==> src/rtl/tw_arbiter_if.sv <==
// Requester/threewire-side bundle for tw_arbiter: two requester ports, the
// shared completion outputs and the threewire controller handshake.
interface tw_arbiter_if #(
    parameter int ADDR_BITS = 9,
    parameter int DATA_BITS = 16
);
    logic                 in_req0;
    logic                 in_req1;
    logic                 in_wr0;
    logic                 in_wr1;
    logic [ADDR_BITS-1:0] in_addr0;
    logic [ADDR_BITS-1:0] in_addr1;
    logic [DATA_BITS-1:0] in_wdata0;
    logic [DATA_BITS-1:0] in_wdata1;
    logic                 out_done0;
    logic                 out_done1;
    logic [DATA_BITS-1:0] out_rd_data;
    logic                 out_err;
    logic                 out_busy;
    logic                 out_tw_mode_wr;
    logic [ADDR_BITS-1:0] out_tw_addr;
    logic [DATA_BITS-1:0] out_tw_wr_data;
    logic                 out_tw_start;
    logic [DATA_BITS-1:0] in_tw_rd_data;
    logic                 in_tw_in_progress;

    // Arbiter side.
    modport slave (
        input  in_req0, in_req1, in_wr0, in_wr1, in_addr0, in_addr1,
               in_wdata0, in_wdata1, in_tw_rd_data, in_tw_in_progress,
        output out_done0, out_done1, out_rd_data, out_err, out_busy,
               out_tw_mode_wr, out_tw_addr, out_tw_wr_data, out_tw_start
    );

    // Requester / threewire-controller side.
    modport master (
        output in_req0, in_req1, in_wr0, in_wr1, in_addr0, in_addr1,
               in_wdata0, in_wdata1, in_tw_rd_data, in_tw_in_progress,
        input  out_done0, out_done1, out_rd_data, out_err, out_busy,
               out_tw_mode_wr, out_tw_addr, out_tw_wr_data, out_tw_start
    );
endinterface

==> src/rtl/tw_arbiter.sv <==
// Two-requester round-robin arbiter in front of a threewire controller.
// Optional watchdog enabled by defining TW_ARBITER_TIMEOUT_EN.
module tw_arbiter #(
    parameter int ADDR_BITS      = 9,
    parameter int DATA_BITS      = 16,
    parameter int TIMEOUT_CYCLES = 255
) (
    input  logic        in_clk,
    input  logic        in_rst_n,
    tw_arbiter_if.slave bus
);
    typedef enum logic [1:0] {
        ST_IDLE      = 2'd0,
        ST_START     = 2'd1,
        ST_WAIT_DONE = 2'd2,
        ST_COMPLETE  = 2'd3
    } state_t;

    state_t               r_state;
    logic                 r_owner;
    logic                 r_last;
    logic                 r_tw_start;
    logic                 r_done0;
    logic                 r_done1;
    logic                 r_busy;
    logic [DATA_BITS-1:0] r_rd_data;
    logic                 r_tw_mode_wr;
    logic [ADDR_BITS-1:0] r_tw_addr;
    logic [DATA_BITS-1:0] r_tw_wr_data;

    logic                 w_any_req;
    logic                 w_winner;
    logic                 w_win_wr;
    logic [ADDR_BITS-1:0] w_win_addr;
    logic [DATA_BITS-1:0] w_win_wdata;

`ifdef TW_ARBITER_TIMEOUT_EN
    localparam logic [7:0] WDOG_LIMIT = 8'(TIMEOUT_CYCLES - 1);
    logic [7:0] r_wdog;
    logic       r_err;
    logic       w_wdog_expired;

    // Watchdog expiry: compared at the edge that would count the limit cycle.
    always_comb begin
        w_wdog_expired = 1'b0;
        if (r_wdog >= WDOG_LIMIT) begin
            w_wdog_expired = 1'b1;
        end else begin
            w_wdog_expired = 1'b0;
        end
    end
`endif

    // Round-robin winner: on a tie the requester not served last wins.
    always_comb begin
        w_any_req   = bus.in_req0 | bus.in_req1;
        w_winner    = 1'b0;
        w_win_wr    = bus.in_wr0;
        w_win_addr  = bus.in_addr0;
        w_win_wdata = bus.in_wdata0;
        if (bus.in_req0 && bus.in_req1) begin
            w_winner = ~r_last;
        end else begin
            w_winner = bus.in_req1;
        end
        if (w_winner) begin
            w_win_wr    = bus.in_wr1;
            w_win_addr  = bus.in_addr1;
            w_win_wdata = bus.in_wdata1;
        end else begin
            w_win_wr    = bus.in_wr0;
            w_win_addr  = bus.in_addr0;
            w_win_wdata = bus.in_wdata0;
        end
    end

    // Transaction FSM; every output is a register updated here.
    always_ff @(posedge in_clk or negedge in_rst_n) begin
        if (!in_rst_n) begin
            r_state      <= ST_IDLE;
            r_owner      <= 1'b0;
            r_last       <= 1'b1;
            r_tw_start   <= 1'b0;
            r_done0      <= 1'b0;
            r_done1      <= 1'b0;
            r_busy       <= 1'b0;
            r_rd_data    <= {DATA_BITS{1'b0}};
            r_tw_mode_wr <= 1'b0;
            r_tw_addr    <= {ADDR_BITS{1'b0}};
            r_tw_wr_data <= {DATA_BITS{1'b0}};
`ifdef TW_ARBITER_TIMEOUT_EN
            r_wdog       <= 8'd0;
            r_err        <= 1'b0;
`endif
        end else begin
            case (r_state)
                ST_IDLE: begin
                    r_done0 <= 1'b0;
                    r_done1 <= 1'b0;
                    if (w_any_req) begin
                        r_owner      <= w_winner;
                        r_tw_mode_wr <= w_win_wr;
                        r_tw_addr    <= w_win_addr;
                        r_tw_wr_data <= w_win_wdata;
                        r_tw_start   <= 1'b1;
                        r_busy       <= 1'b1;
                        r_state      <= ST_START;
`ifdef TW_ARBITER_TIMEOUT_EN
                        r_wdog       <= 8'd0;
`endif
                    end else begin
                        r_tw_start <= 1'b0;
                        r_busy     <= 1'b0;
                        r_state    <= ST_IDLE;
                    end
                end
                ST_START: begin
`ifdef TW_ARBITER_TIMEOUT_EN
                    r_wdog <= r_wdog + 8'd1;
                    if (w_wdog_expired) begin
                        r_tw_start <= 1'b0;
                        r_done0    <= ~r_owner;
                        r_done1    <= r_owner;
                        r_err      <= 1'b1;
                        r_last     <= r_owner;
                        r_state    <= ST_COMPLETE;
                    end else
`endif
                    if (bus.in_tw_in_progress) begin
                        r_tw_start <= 1'b0;
                        r_state    <= ST_WAIT_DONE;
                    end else begin
                        r_tw_start <= 1'b1;
                        r_state    <= ST_START;
                    end
                end
                ST_WAIT_DONE: begin
`ifdef TW_ARBITER_TIMEOUT_EN
                    r_wdog <= r_wdog + 8'd1;
`endif
                    if (!bus.in_tw_in_progress) begin
                        r_done0 <= ~r_owner;
                        r_done1 <= r_owner;
                        r_last  <= r_owner;
                        r_state <= ST_COMPLETE;
                        if (!r_tw_mode_wr) begin
                            r_rd_data <= bus.in_tw_rd_data;
                        end else begin
                            r_rd_data <= r_rd_data;
                        end
                    end
`ifdef TW_ARBITER_TIMEOUT_EN
                    // A real completion on the expiry edge wins over the timeout.
                    else if (w_wdog_expired) begin
                        r_done0 <= ~r_owner;
                        r_done1 <= r_owner;
                        r_err   <= 1'b1;
                        r_last  <= r_owner;
                        r_state <= ST_COMPLETE;
                    end
`endif
                    else begin
                        r_state <= ST_WAIT_DONE;
                    end
                end
                ST_COMPLETE: begin
                    r_done0 <= 1'b0;
                    r_done1 <= 1'b0;
                    r_busy  <= 1'b0;
                    r_state <= ST_IDLE;
`ifdef TW_ARBITER_TIMEOUT_EN
                    r_err   <= 1'b0;
`endif
                end
                default: begin
                    r_tw_start <= 1'b0;
                    r_done0    <= 1'b0;
                    r_done1    <= 1'b0;
                    r_busy     <= 1'b0;
                    r_state    <= ST_IDLE;
`ifdef TW_ARBITER_TIMEOUT_EN
                    r_err      <= 1'b0;
`endif
                end
            endcase
        end
    end

    assign bus.out_done0      = r_done0;
    assign bus.out_done1      = r_done1;
    assign bus.out_rd_data    = r_rd_data;
    assign bus.out_busy       = r_busy;
    assign bus.out_tw_mode_wr = r_tw_mode_wr;
    assign bus.out_tw_addr    = r_tw_addr;
    assign bus.out_tw_wr_data = r_tw_wr_data;
    assign bus.out_tw_start   = r_tw_start;
`ifdef TW_ARBITER_TIMEOUT_EN
    assign bus.out_err        = r_err;
`else
    assign bus.out_err        = 1'b0;
`endif
endmodule
==> src/flat_wrapper.sv <==
// flat-port wrapper written by rule: the top's interface ports become plain ports
module tw_arbiter_flat 
#(
    parameter int ADDR_BITS      = 9,
    parameter int DATA_BITS      = 16,
    parameter int TIMEOUT_CYCLES = 255
)
  (in_clk, in_rst_n, bus_in_req0, bus_in_req1, bus_in_wr0, bus_in_wr1, bus_in_addr0, bus_in_addr1, bus_in_wdata0, bus_in_wdata1, bus_in_tw_rd_data, bus_in_tw_in_progress, bus_out_done0, bus_out_done1, bus_out_rd_data, bus_out_err, bus_out_busy, bus_out_tw_mode_wr, bus_out_tw_addr, bus_out_tw_wr_data, bus_out_tw_start);
  tw_arbiter_if #(.ADDR_BITS(ADDR_BITS), .DATA_BITS(DATA_BITS)) bus_i ();
  input  logic in_clk;
  input  logic in_rst_n;
  input wire logic [$bits(bus_i.in_req0)-1:0] bus_in_req0;
  input wire logic [$bits(bus_i.in_req1)-1:0] bus_in_req1;
  input wire logic [$bits(bus_i.in_wr0)-1:0] bus_in_wr0;
  input wire logic [$bits(bus_i.in_wr1)-1:0] bus_in_wr1;
  input wire logic [$bits(bus_i.in_addr0)-1:0] bus_in_addr0;
  input wire logic [$bits(bus_i.in_addr1)-1:0] bus_in_addr1;
  input wire logic [$bits(bus_i.in_wdata0)-1:0] bus_in_wdata0;
  input wire logic [$bits(bus_i.in_wdata1)-1:0] bus_in_wdata1;
  input wire logic [$bits(bus_i.in_tw_rd_data)-1:0] bus_in_tw_rd_data;
  input wire logic [$bits(bus_i.in_tw_in_progress)-1:0] bus_in_tw_in_progress;
  output wire logic [$bits(bus_i.out_done0)-1:0] bus_out_done0;
  output wire logic [$bits(bus_i.out_done1)-1:0] bus_out_done1;
  output wire logic [$bits(bus_i.out_rd_data)-1:0] bus_out_rd_data;
  output wire logic [$bits(bus_i.out_err)-1:0] bus_out_err;
  output wire logic [$bits(bus_i.out_busy)-1:0] bus_out_busy;
  output wire logic [$bits(bus_i.out_tw_mode_wr)-1:0] bus_out_tw_mode_wr;
  output wire logic [$bits(bus_i.out_tw_addr)-1:0] bus_out_tw_addr;
  output wire logic [$bits(bus_i.out_tw_wr_data)-1:0] bus_out_tw_wr_data;
  output wire logic [$bits(bus_i.out_tw_start)-1:0] bus_out_tw_start;
  assign bus_i.in_req0 = bus_in_req0;
  assign bus_i.in_req1 = bus_in_req1;
  assign bus_i.in_wr0 = bus_in_wr0;
  assign bus_i.in_wr1 = bus_in_wr1;
  assign bus_i.in_addr0 = bus_in_addr0;
  assign bus_i.in_addr1 = bus_in_addr1;
  assign bus_i.in_wdata0 = bus_in_wdata0;
  assign bus_i.in_wdata1 = bus_in_wdata1;
  assign bus_i.in_tw_rd_data = bus_in_tw_rd_data;
  assign bus_i.in_tw_in_progress = bus_in_tw_in_progress;
  assign bus_out_done0 = bus_i.out_done0;
  assign bus_out_done1 = bus_i.out_done1;
  assign bus_out_rd_data = bus_i.out_rd_data;
  assign bus_out_err = bus_i.out_err;
  assign bus_out_busy = bus_i.out_busy;
  assign bus_out_tw_mode_wr = bus_i.out_tw_mode_wr;
  assign bus_out_tw_addr = bus_i.out_tw_addr;
  assign bus_out_tw_wr_data = bus_i.out_tw_wr_data;
  assign bus_out_tw_start = bus_i.out_tw_start;
  tw_arbiter #(.ADDR_BITS(ADDR_BITS), .DATA_BITS(DATA_BITS), .TIMEOUT_CYCLES(TIMEOUT_CYCLES)) u_core (.in_clk(in_clk), .in_rst_n(in_rst_n), .bus(bus_i));
endmodule
==> config.mk <==
export PLATFORM = sky130hd
export DESIGN_NAME = tw_arbiter_flat
export DESIGN_NICKNAME = d
export VERILOG_FILES = /design/src/rtl/tw_arbiter_if.sv /design/src/rtl/tw_arbiter.sv /design/src/flat_wrapper.sv
export SDC_FILE = /design/constraint.sdc
export NUM_CORES = 1
export LEC_CHECK = 0
export CAP_MARGIN = 30
export CORE_MARGIN = 2
export CORE_UTILIZATION = 39
export CTS_CLUSTER_SIZE = 25
export DETAILED_ROUTE_END_ITERATION = 16
export PLACE_DENSITY = 0.87
export SKIP_CTS_REPAIR_TIMING = 1
export SYNTH_ARGS = -nofsm -noshare
export SYNTH_HDL_FRONTEND = slang
export SYNTH_SLANG_ARGS = --single-unit
==> constraint.sdc <==
create_clock -name in_clk -period 2.5 [get_ports in_clk]
set_clock_uncertainty 0.15 [all_clocks]
set_input_delay 0.5 -clock in_clk [delete_from_list [all_inputs] [get_ports in_clk]]
set_output_delay 0.5 -clock in_clk [all_outputs]
set_load 0.005 [all_outputs]
==> results.json <==
{
  "period_needed_ns": 1.97,
  "drv_slew": 0,
  "final_net_count": 414,
  "grt_pass1_wl_um": 10000,
  "crit_path_start": "u_core.bus.out_tw_mode_wr$_DFFE_PN0P_",
  "diodes": 0,
  "reg2reg_depth": 5,
  "yosysUniqueCellTypes": 29,
  "multiInputGateArea_um2": 913,
  "critical_path.max_stage_delay_ns": 0.56,
  "critPathArrivalTime_ns": 1.32,
  "critPathSlowestCell": "clkdlybuf4s50_1",
  "num_vias": 2021,
  "pre_cts_ws_ns": 0.276,
  "p_per_area_mw_per_mm2": 1070,
  "r2r_setup_slack_ns": 0.56,
  "r2r-end": "u_core.bus.out_rd_data[8]$_DFFE_PN0P_",
  "worstMarginPinSlew_ns": 0.705,
  "cp_num_buf_inv": 1,
  "grt_pass1_vias": 2084,
  "rsz0062_at_grt": "no",
  "io_buffers": 118,
  "start_kind": "flop",
  "seq_area_frac_synth_pct": 54.8,
  "yosys_warnings": 0,
  "tns_ns": 0,
  "ir_worst_vdd_uv": 446,
  "hpwl_um": 4840,
  "final.setup.worst_slack_ns": 0.529,
  "clk-insertion-delay-late_ns": 0.29,
  "setup_viol": 0,
  "period_share_pct": 78.8,
  "htree_levels": 2,
  "grt_max_degree": 33,
  "final_layout_size_suffix_gt1_share_pct": 11.6,
  "worst-path-max-fanout": 3,
  "ys_seq_elements": 50,
  "status": "complete, no violations",
  "fmax_mhz": 507,
  "async_flop_share_pct": 100,
  "die_x_um": 80.5,
  "synth_edf_count": 0,
  "antenna_found_initial": 0,
  "cts_buffers": 5,
  "vias_per_cell": 4.94,
  "netlist_area_mm2": 0.00228,
  "regArea_mm2": 0.00125,
  "row_count": 27,
  "clock_tree.buffer_depth": 2,
  "avgSynthCellArea_um2": 10.6,
  "cp-endpoint": "bus_out_tw_mode_wr",
  "synthesis.nets": 292,
  "drt_first_pass_iters": 4,
  "routabilityCongestion": 0.775,
  "cts-root-buf": "clkbuf_8",
  "path_class": "reg2out",
  "ant_nets": 0,
  "start_util_pct": 41.0,
  "drc": 0,
  "p_leak_nw": 1.56,
  "wirelength_um": 6330,
  "die_y_um": 80.5,
  "crit_family": "buffers and inverters",
  "detail_route.wl_per_cell_um": 15.5,
  "endpoint_kind": "output pin",
  "crit_chain": "clkdlybuf4s50_1",
  "die-area_mm2": 0.00649,
  "path_depth": 1,
  "finalHoldViolCount": 0,
  "clk_pin_slew_worst_paths_ns": 0.09,
  "area.growth.synth_to_final_pct": 59.3,
  "n_fill_cell": 441,
  "ioPinCount": 120,
  "cp.required_ns": 1.85,
  "core_mm2": 0.00557,
  "drt_iter0_drc": 134,
  "min_path_type": "in2async",
  "cts_sinks": 50,
  "max_cap_viol_count": 0,
  "synthCells": 215,
  "grt_overflow": 0,
  "gr-usage-all-layers_pct": 19.9,
  "ys.flop_type": "dfrtp_1",
  "r2r_start": "u_core.r_state[0]$_DFF_PN0_",
  "cts_tree": "done",
  "slew-limit-headroom_pct": 53.0
}
[state kept, by name, summed over array words and instances, names as in the netlist, named ones only]
signal and flops:
u_core.bus.out_tw_start 1, u_core.r_state 1, u_core.bus.out_done1 1, u_core.r_owner 1, u_core.bus.out_tw_mode_wr 1, u_core.bus.out_busy 1
u_core.bus.out_done0 1, u_core.r_last 1, u_core.bus.out_tw_wr_data 16, u_core.bus.out_tw_addr 9, u_core.bus.out_rd_data 16
[cells in the final DEF (no fill, tap or decap), types with 4 or more instances in the layout]
cell and count:
clkdlybuf4s50_1 117, inv_1 4, dfrtp_1 49, buf_4 8
clkbuf_8 6, mux2_4 10, mux2_2 6, a21oi_1 53
nor2_1 28, nand2_1 29, ha_1 4
[cell families (layout without fill, tap and decap cells)]
| group | count (synthesis) | count (layout) | synth area share [%] |
|---|---|---|---|
| adders and majority gates | 4 | 4 | 2.19 |
| other | 1 | 1 | 0.164 |
| and+or+nand+nor | 63 | 63 | 11.9 |
| muxes | 16 | 16 | 9.53 |
| buffers and inverters | 16 | 138 | 5.20 |
| DFF | 50 | 50 | 54.8 |
| AOI/OAI and AO/OA | 65 | 65 | 16.2 |
[Yosys cell counts, types with 2 or more instances]
cell	n	area share, %
nand2_1	29	4.8
inv_1	4	0.66
o31ai_1	2	0.66
ha_1	4	2.2
buf_4	9	3.0
dfrtp_1	49	54
mux2_2	6	3.0
mux2_4	10	6.6
o21ai_0	2	0.44
nor2_1	28	4.6
a32o_1	2	0.88
a21oi_1	53	12
[layer usage]
metal  routed length [um]  up-vias  share of wire, %  global-route usage, %
met1                 2560      964                40                   23.6
met5                    0        -                 0                      0
li1                     -      971                 -                      -
met2                 3260       82                51                   35.6
met4                   38        0              0.60                   4.92
met3                  475        4               7.5                   5.39
[worst min path at each step]
stage	cells after the start	endpoint	slack [ns]
floorplan	0	asynchronous set/reset pin	0.05
global placement	2	u_core.bus.out_busy$_DFFE_PN0P_	0.32
detailed placement	2	u_core.bus.out_busy$_DFFE_PN0P_	0.33
CTS	1	u_core.bus.out_rd_data[11]$_DFFE_PN0P_	0.11
global route	1	u_core.bus.out_busy$_DFFE_PN0P_	0.14
finish	1	u_core.bus.out_tw_wr_data[9]$_DFFE_PN0P_	0.10
[layout make-up]
type / count / area share (%)
repair buffers: 127 / 34.5
inverters: 4 / 0.413
multi-input cells: 149 / 25.1
flip-flops and latches: 50 / 34.4
well taps: 72 / 2.48
clock buffers: 6 / 2.27
clock inverters: 1 / 0.825
[per-stage QoR]
step	total power, mW	instance area (um^2)	util (%)	instances	hold WS (ns)
detailed placement	3.35	3530	63.3	402	0.331
floorplan	2.27	2280	-	215	0.0544
CTS	3.94	3640	65.3	409	0.109
finish	3.90	3640	65.3	409	0.101
global placement	3.26	3530	63.3	402	0.321
global route	4.18	3640	65.3	409	0.142
[power breakdown]
group	switching, mW	internal, mW	leakage [nW]
Sequential	0.249	1.21	0.585
Combinational	0.728	1.14	0.917
Clock	0.254	0.320	0.0573
Total	1.23	2.67	1.56
Power figures use the tool's default switching activity.
